**config.mk**
```make
export PLATFORM = sky130hd
export DESIGN_NAME = tpu_image_loader
export DESIGN_NICKNAME = d
export VERILOG_FILES = /design/src/rtl/tpu_image_loader.sv
export SDC_FILE = /design/constraint.sdc
export NUM_CORES = 2
export LEC_CHECK = 0
export BUFFER_PORTS_ARGS = -buffer_cell sky130_fd_sc_hd__buf_2
export CAP_MARGIN = 30
export CORE_AREA = 8 8 407 409
export DETAILED_ROUTE_END_ITERATION = 10
export DIE_AREA = 0 0 415 417
export PLACE_DENSITY = 0.42
export SETUP_SLACK_MARGIN = 0.05
export SYNTH_ARGS = -nofsm -noshare
export SYNTH_HDL_FRONTEND = slang
export SYNTH_SLANG_ARGS = --single-unit
```
**constraint.sdc**
```tcl
create_clock -name clk -period 5.3 [get_ports clk]
set_input_delay 0.265 -clock clk [delete_from_list [all_inputs] [get_ports clk]]
set_output_delay 0.265 -clock clk [all_outputs]
set_load 0.05 [all_outputs]
```
**src/rtl/tpu_image_loader.sv**
```systemverilog
// Assembles a 32x32 1-bit image from a 128-byte UART stream and sequences the TPU.
// Optional trailing XOR checksum byte: define TPU_IMG_CHECKSUM_EN.
module tpu_image_loader #(
  parameter int TIMEOUT_CYCLES = 1000000,
  parameter int TPU_MAX_CYCLES = 65535
) (
  input  logic          clk,
  input  logic          iRst_n,
  input  logic          clear,
  input  logic [7:0]    rx_data,
  input  logic          rx_valid,
  input  logic          tpu_done,
  input  logic [3:0]    tpu_num,
  output logic [1023:0] image_out,
  output logic          tpu_ena,
  output logic          busy,
  output logic [3:0]    result,
  output logic          result_valid,
  output logic          err_timeout,
`ifdef TPU_IMG_CHECKSUM_EN
  output logic          err_checksum,
`endif
  output logic          err_overrun
);

  typedef enum logic [1:0] {
    S_IDLE = 2'd0,
    S_LOAD = 2'd1,
    S_RUN  = 2'd2,
    S_DONE = 2'd3
  } state_t;

  localparam int GAP_W = $clog2(TIMEOUT_CYCLES + 1);
  localparam int WD_W  = $clog2(TPU_MAX_CYCLES + 1);
  localparam logic [GAP_W-1:0] GAP_LIM = GAP_W'(TIMEOUT_CYCLES);
  localparam logic [WD_W-1:0]  WD_LIM  = WD_W'(TPU_MAX_CYCLES);

`ifdef TPU_IMG_CHECKSUM_EN
  localparam logic [7:0] LAST_BYTE = 8'd128;

  function automatic logic [7:0] csum_acc(input logic [7:0] acc, input logic [7:0] b);
    return acc ^ b;
  endfunction
`else
  localparam logic [7:0] LAST_BYTE = 8'd127;
`endif

  state_t           state_q, state_d;
  logic [1023:0]    image_q, image_d;
  logic [7:0]       byte_cnt_q, byte_cnt_d;
  logic [GAP_W-1:0] gap_q, gap_d, gap_inc;
  logic [WD_W-1:0]  wd_q, wd_d, wd_inc;
  logic             tpu_ena_q, tpu_ena_d;
  logic             busy_q, busy_d;
  logic [3:0]       result_q, result_d;
  logic             result_valid_q, result_valid_d;
  logic             err_timeout_q, err_timeout_d;
  logic             err_overrun_q, err_overrun_d;
`ifdef TPU_IMG_CHECKSUM_EN
  logic [7:0]       csum_q, csum_d;
  logic             err_checksum_q, err_checksum_d;
`endif

  // Saturating increments so neither counter can wrap.
  assign gap_inc = (gap_q == GAP_LIM) ? gap_q : (gap_q + GAP_W'(1));
  assign wd_inc  = (wd_q == WD_LIM) ? wd_q : (wd_q + WD_W'(1));

  // Next-state and registered-output logic.
  always_comb begin
    state_d        = state_q;
    image_d        = image_q;
    byte_cnt_d     = byte_cnt_q;
    gap_d          = gap_q;
    wd_d           = wd_q;
    result_d       = result_q;
    result_valid_d = result_valid_q;
    err_timeout_d  = 1'b0;
    err_overrun_d  = err_overrun_q;
`ifdef TPU_IMG_CHECKSUM_EN
    csum_d         = csum_q;
    err_checksum_d = 1'b0;
`endif

    if (clear) begin
      state_d        = S_IDLE;
      image_d        = '0;
      byte_cnt_d     = 8'd0;
      gap_d          = '0;
      wd_d           = '0;
      result_valid_d = 1'b0;
      err_overrun_d  = 1'b0;
`ifdef TPU_IMG_CHECKSUM_EN
      csum_d         = 8'd0;
`endif
    end else begin
      case (state_q)
        S_IDLE, S_DONE: begin
          if (rx_valid) begin
            state_d        = S_LOAD;
            image_d        = {1016'd0, rx_data};
            byte_cnt_d     = 8'd1;
            gap_d          = '0;
            result_valid_d = 1'b0;
            err_overrun_d  = 1'b0;
`ifdef TPU_IMG_CHECKSUM_EN
            csum_d         = rx_data;
`endif
          end else begin
            state_d = state_q;
          end
        end

        S_LOAD: begin
          if (rx_valid) begin
            gap_d = '0;
            if (byte_cnt_q < 8'd128) begin
              image_d[{byte_cnt_q[6:0], 3'b000} +: 8] = rx_data;
`ifdef TPU_IMG_CHECKSUM_EN
              csum_d = csum_acc(csum_q, rx_data);
`endif
            end else begin
              image_d = image_q;
            end

            if (byte_cnt_q == LAST_BYTE) begin
              byte_cnt_d = 8'd0;
              wd_d       = '0;
`ifdef TPU_IMG_CHECKSUM_EN
              // The checksum byte itself is never stored in the image.
              if (rx_data == csum_q) begin
                state_d = S_RUN;
              end else begin
                state_d        = S_IDLE;
                err_checksum_d = 1'b1;
                result_valid_d = 1'b0;
              end
`else
              state_d = S_RUN;
`endif
            end else begin
              byte_cnt_d = byte_cnt_q + 8'd1;
            end
          end else if (gap_inc == GAP_LIM) begin
            // Partial image is left in place; only the sequencing is reset.
            err_timeout_d = 1'b1;
            byte_cnt_d    = 8'd0;
            gap_d         = '0;
            state_d       = S_IDLE;
          end else begin
            gap_d = gap_inc;
          end
        end

        S_RUN: begin
          if (rx_valid) begin
            err_overrun_d = 1'b1;
          end else begin
            err_overrun_d = err_overrun_q;
          end

          if (tpu_done) begin
            result_d       = tpu_num;
            result_valid_d = 1'b1;
            wd_d           = '0;
            state_d        = S_DONE;
          end else if (wd_inc == WD_LIM) begin
            err_timeout_d  = 1'b1;
            result_valid_d = 1'b0;
            wd_d           = '0;
            state_d        = S_IDLE;
          end else begin
            wd_d = wd_inc;
          end
        end

        default: begin
          state_d = S_IDLE;
        end
      endcase
    end

    tpu_ena_d = (state_d == S_RUN);
    busy_d    = (state_d == S_LOAD) || (state_d == S_RUN);
  end

  // State and output registers.
  always_ff @(posedge clk or negedge iRst_n) begin
    if (!iRst_n) begin
      state_q        <= S_IDLE;
      image_q        <= '0;
      byte_cnt_q     <= 8'd0;
      gap_q          <= '0;
      wd_q           <= '0;
      tpu_ena_q      <= 1'b0;
      busy_q         <= 1'b0;
      result_q       <= 4'd0;
      result_valid_q <= 1'b0;
      err_timeout_q  <= 1'b0;
      err_overrun_q  <= 1'b0;
`ifdef TPU_IMG_CHECKSUM_EN
      csum_q         <= 8'd0;
      err_checksum_q <= 1'b0;
`endif
    end else begin
      state_q        <= state_d;
      image_q        <= image_d;
      byte_cnt_q     <= byte_cnt_d;
      gap_q          <= gap_d;
      wd_q           <= wd_d;
      tpu_ena_q      <= tpu_ena_d;
      busy_q         <= busy_d;
      result_q       <= result_d;
      result_valid_q <= result_valid_d;
      err_timeout_q  <= err_timeout_d;
      err_overrun_q  <= err_overrun_d;
`ifdef TPU_IMG_CHECKSUM_EN
      csum_q         <= csum_d;
      err_checksum_q <= err_checksum_d;
`endif
    end
  end

  assign image_out    = image_q;
  assign tpu_ena      = tpu_ena_q;
  assign busy         = busy_q;
  assign result       = result_q;
  assign result_valid = result_valid_q;
  assign err_timeout  = err_timeout_q;
  assign err_overrun  = err_overrun_q;
`ifdef TPU_IMG_CHECKSUM_EN
  assign err_checksum = err_checksum_q;
`endif

endmodule

```
==> flow_summary.json <==
{
  "status": "finished clean",
  "drc": 0,
  "wire_per_inst_um": 33.8,
  "area_delta_synth_final_pct": 29.8,
  "grt_pass1_wl_um": 330000,
  "min_from": "rx_data[1]",
  "synth-seq-cells": 1079,
  "gp_congestion": 0.880,
  "synth.avg_cell_area_um2": 11.0,
  "layout_commonest_cell": "dfrtp_1",
  "finalMaxSlewViolations": 0,
  "finalSetupViolations": 0,
  "htreeDepth": 4,
  "synth-seq-area-share_pct": 63.5,
  "startpoint_type": "flop",
  "grt_pass1_vias": 37600,
  "antenna_left": 0,
  "cts_buffers": 132,
  "core_area_um2": 159000,
  "cp_data_required_time_ns": 5.97,
  "clk_path_buf_depth": 3,
  "clk_latency_ns": 0.79,
  "arrival_ns": 5.13,
  "die_h_um": 417,
  "power_density_nw_per_um2": 353,
  "drt-total-wl_um": 241000,
  "cts_hold_buf": 10,
  "yosys_warnings": 0,
  "final_cells": 7147,
  "start_util_pct": 26.7,
  "worst_slew_pin_slew_ns": 1.10,
  "final_cell_mix": "1079 x dfrtp_1, 1052 x buf_2, 684 x nand2_1",
  "clkSinkCount": 1079,
  "antenna_found_initial": 12,
  "fin_crit_sh_pct": 84.1,
  "critical_path_class": "flop to flop",
  "r2r_slack_ns": 0.84,
  "p_leak_nw": 27.6,
  "clock.fmax_mhz": 224,
  "timing.critical_path.from": "byte_cnt_q[0]",
  "synth-main-ff-cell": "dfrtp_1",
  "grt_max_degree": 133,
  "dp.final_hpwl_um": 181000,
  "cts_setup_buffers": 0,
  "seq_area_um2": 27000,
  "placed_cells": 6908,
  "rr_startpoint": "byte_cnt_q[0]",
  "ir_worst_vdd_mv": 0.345,
  "drt_iter0_drc": 3289,
  "hold_path.class": "input port to flop",
  "cts.reportedPaths.clkPinSlew_ns": 0.06,
  "io_buffers": 1049,
  "comb_power_share_pct": 11.0,
  "report.power.total_mw": 19.5,
  "dieArea_um2": 173000,
  "routed_via_density": 5.35,
  "synth_edf_count": 0,
  "min_period_ns": 4.46,
  "cts_root_buffer": "clkbuf_16",
  "power_switching_mw": 5.69,
  "rows": 147,
  "rsz0062_at_grt": "no",
  "nets": 4997,
  "end_kind": "flop",
  "relSlewSlack_pct": 26.5,
  "ioPinCount": 1050,
  "async_reset_ff_share_pct": 100,
  "setup-tns-final_ns": 0,
  "drive_above_1_share_pct": 28.4,
  "seqPwrFrac_pct": 42.4,
  "cts_tree": "done",
  "die_x_um": 415,
  "syn_area_um2": 42500,
  "place_ws_ns": 0.895,
  "p_sw_share_pct": 29.2,
  "drv_cap": 0,
  "pwr-share-clk_pct": 46.5,
  "grt_overflow": 0,
  "cts_resized": 0,
  "fillers": 16400,
  "vias": 38200,
  "firstDrtPassIters": 5,
  "grtUsageTotal_pct": 26.7,
  "intPower_mw": 13.8,
  "path_max_fanout": 15,
  "syn_nets": 3886,
  "synth.distinct_cells": 90,
  "finalHoldViolations": 0,
  "syn-instance-count": 3858,
  "finalWorstSetupSlack_ns": 0.844,
  "multi_input_comb_area_um2": 14800,
  "finalClockSkew_ns": 0.0335
}
==> Yosys cell counts (all sizes together), types with 4 or more instances <==
library cell	instances	area [um^2]
nand2b	5	38.8
o41ai	5	43.8
nor2b	11	68.8
o22ai	13	81.3
ha	11	138
dfrtp	1079	27000
a31o	6	52.6
and4	7	62.6
xor2	4	35.0
or3	18	114
a31oi	35	219
nor4	19	131
o21ai	533	2670
a32o	133	1330
buf	41	221
mux2	5	56.3
nand3b	5	37.5
nor2	203	805
o21a	6	45.0
nand3	132	661
o211ai	5	37.5
o31ai	9	67.6
nand2	689	2600
o2bb2ai	27	236
inv	38	143
a22o	333	2920
clkbuf	152	573
nand4	21	138
a21oi	135	687
a211oi	5	42.5
mux2i	9	90.1
nor3	45	245
and2	26	163
and3	30	188
xnor2	4	42.6
or4	9	75.1
==> power by group through the flow <==
stage / Sequential, mW / Combinational [mW] / Clock, mW
finish: 8.28 / 2.15 / 9.07
global route: 8.28 / 2.27 / 9.55
CTS: 8.28 / 2.16 / 9.25
detailed placement: 8.43 / 2.15 / 0
global placement: 8.43 / 2.13 / 0
floorplan: 8.46 / 0.898 / 0
==> layout make-up <==
type,instances,share of cell area (%)
flip-flops and latches,1079,48.9
repair buffers,1170,11.6
multi-input cells,2548,26.8
diodes,4,0.0181
clock buffers,193,6.89
well taps,2086,4.73
clock inverters,29,0.784
inverters,38,0.258
==> state kept, by name (all words and copies together), names as in the netlist <==
register	cells
err_timeout	1
result_valid	1
image_out	1024
byte_cnt_q	8
gap_q	20
busy	1
state_q	2
wd_q	16
result	4
tpu_ena	1
err_overrun	1
==> critical path, cell delays in order, from the launching register on <==
cell and delay (ns):
dfrtp_1 0.54, inv_1 0.22, ha_1 0.45, nand2b_1 0.19, or4_1 0.63, a22oi_4 0.48, nand3_1 0.32, nor2_2 0.74
buf_4 0.34, nand2_1 0.18, o21ai_0 0.24
==> metrics by stage <==
stage	utilization [%]	area, um^2	hold slack (ns)
after floorplan	-	42500	-0.0306
after global placement	31.8	50600	0.425
after detailed placement	31.9	50800	0.425
after CTS	34.6	55200	0.105
after global routing	34.6	55200	0.129
final	34.7	55200	0.148
==> worst paths after layout <==
| kind | to | cells after the start |
|---|---|---|
| max in group asynchronous | image_out[823] | 3 |
| min in group asynchronous | image_out[778] | 2 |
| min | image_out[513] | 3 |
| min reg2reg | image_out[302] | 2 |
| max reg2reg | image_out[820] | 10 |
| max | image_out[820] | 10 |
==> routing by layer <==
layer / global-route usage, % / part of all wire [%]
met5: 0 / 0
met4: 10.8 / 4.6
met3: 5.92 / 6.2
met2: 44.8 / 48
met1: 33.6 / 41
==> logic make-up (layout without fill, tap and decap cells) <==
family                   after synthesis  count (layout)  synth area share [%]
AND/OR/NAND/NOR                     1236            1236                  12.8
multiplexers                          14              14                 0.344
AO/OA/AOI/OAI                       1279            1279                  20.6
other                                  0               4                     0
flip-flops                          1079            1079                  63.5
adder cells (fa/ha/maj)               11              11                 0.324
XOR/XNOR                               8               8                 0.182
buffers and inverters                231            1430                  2.20
Note: power is estimated with default switching activity, not from simulation.
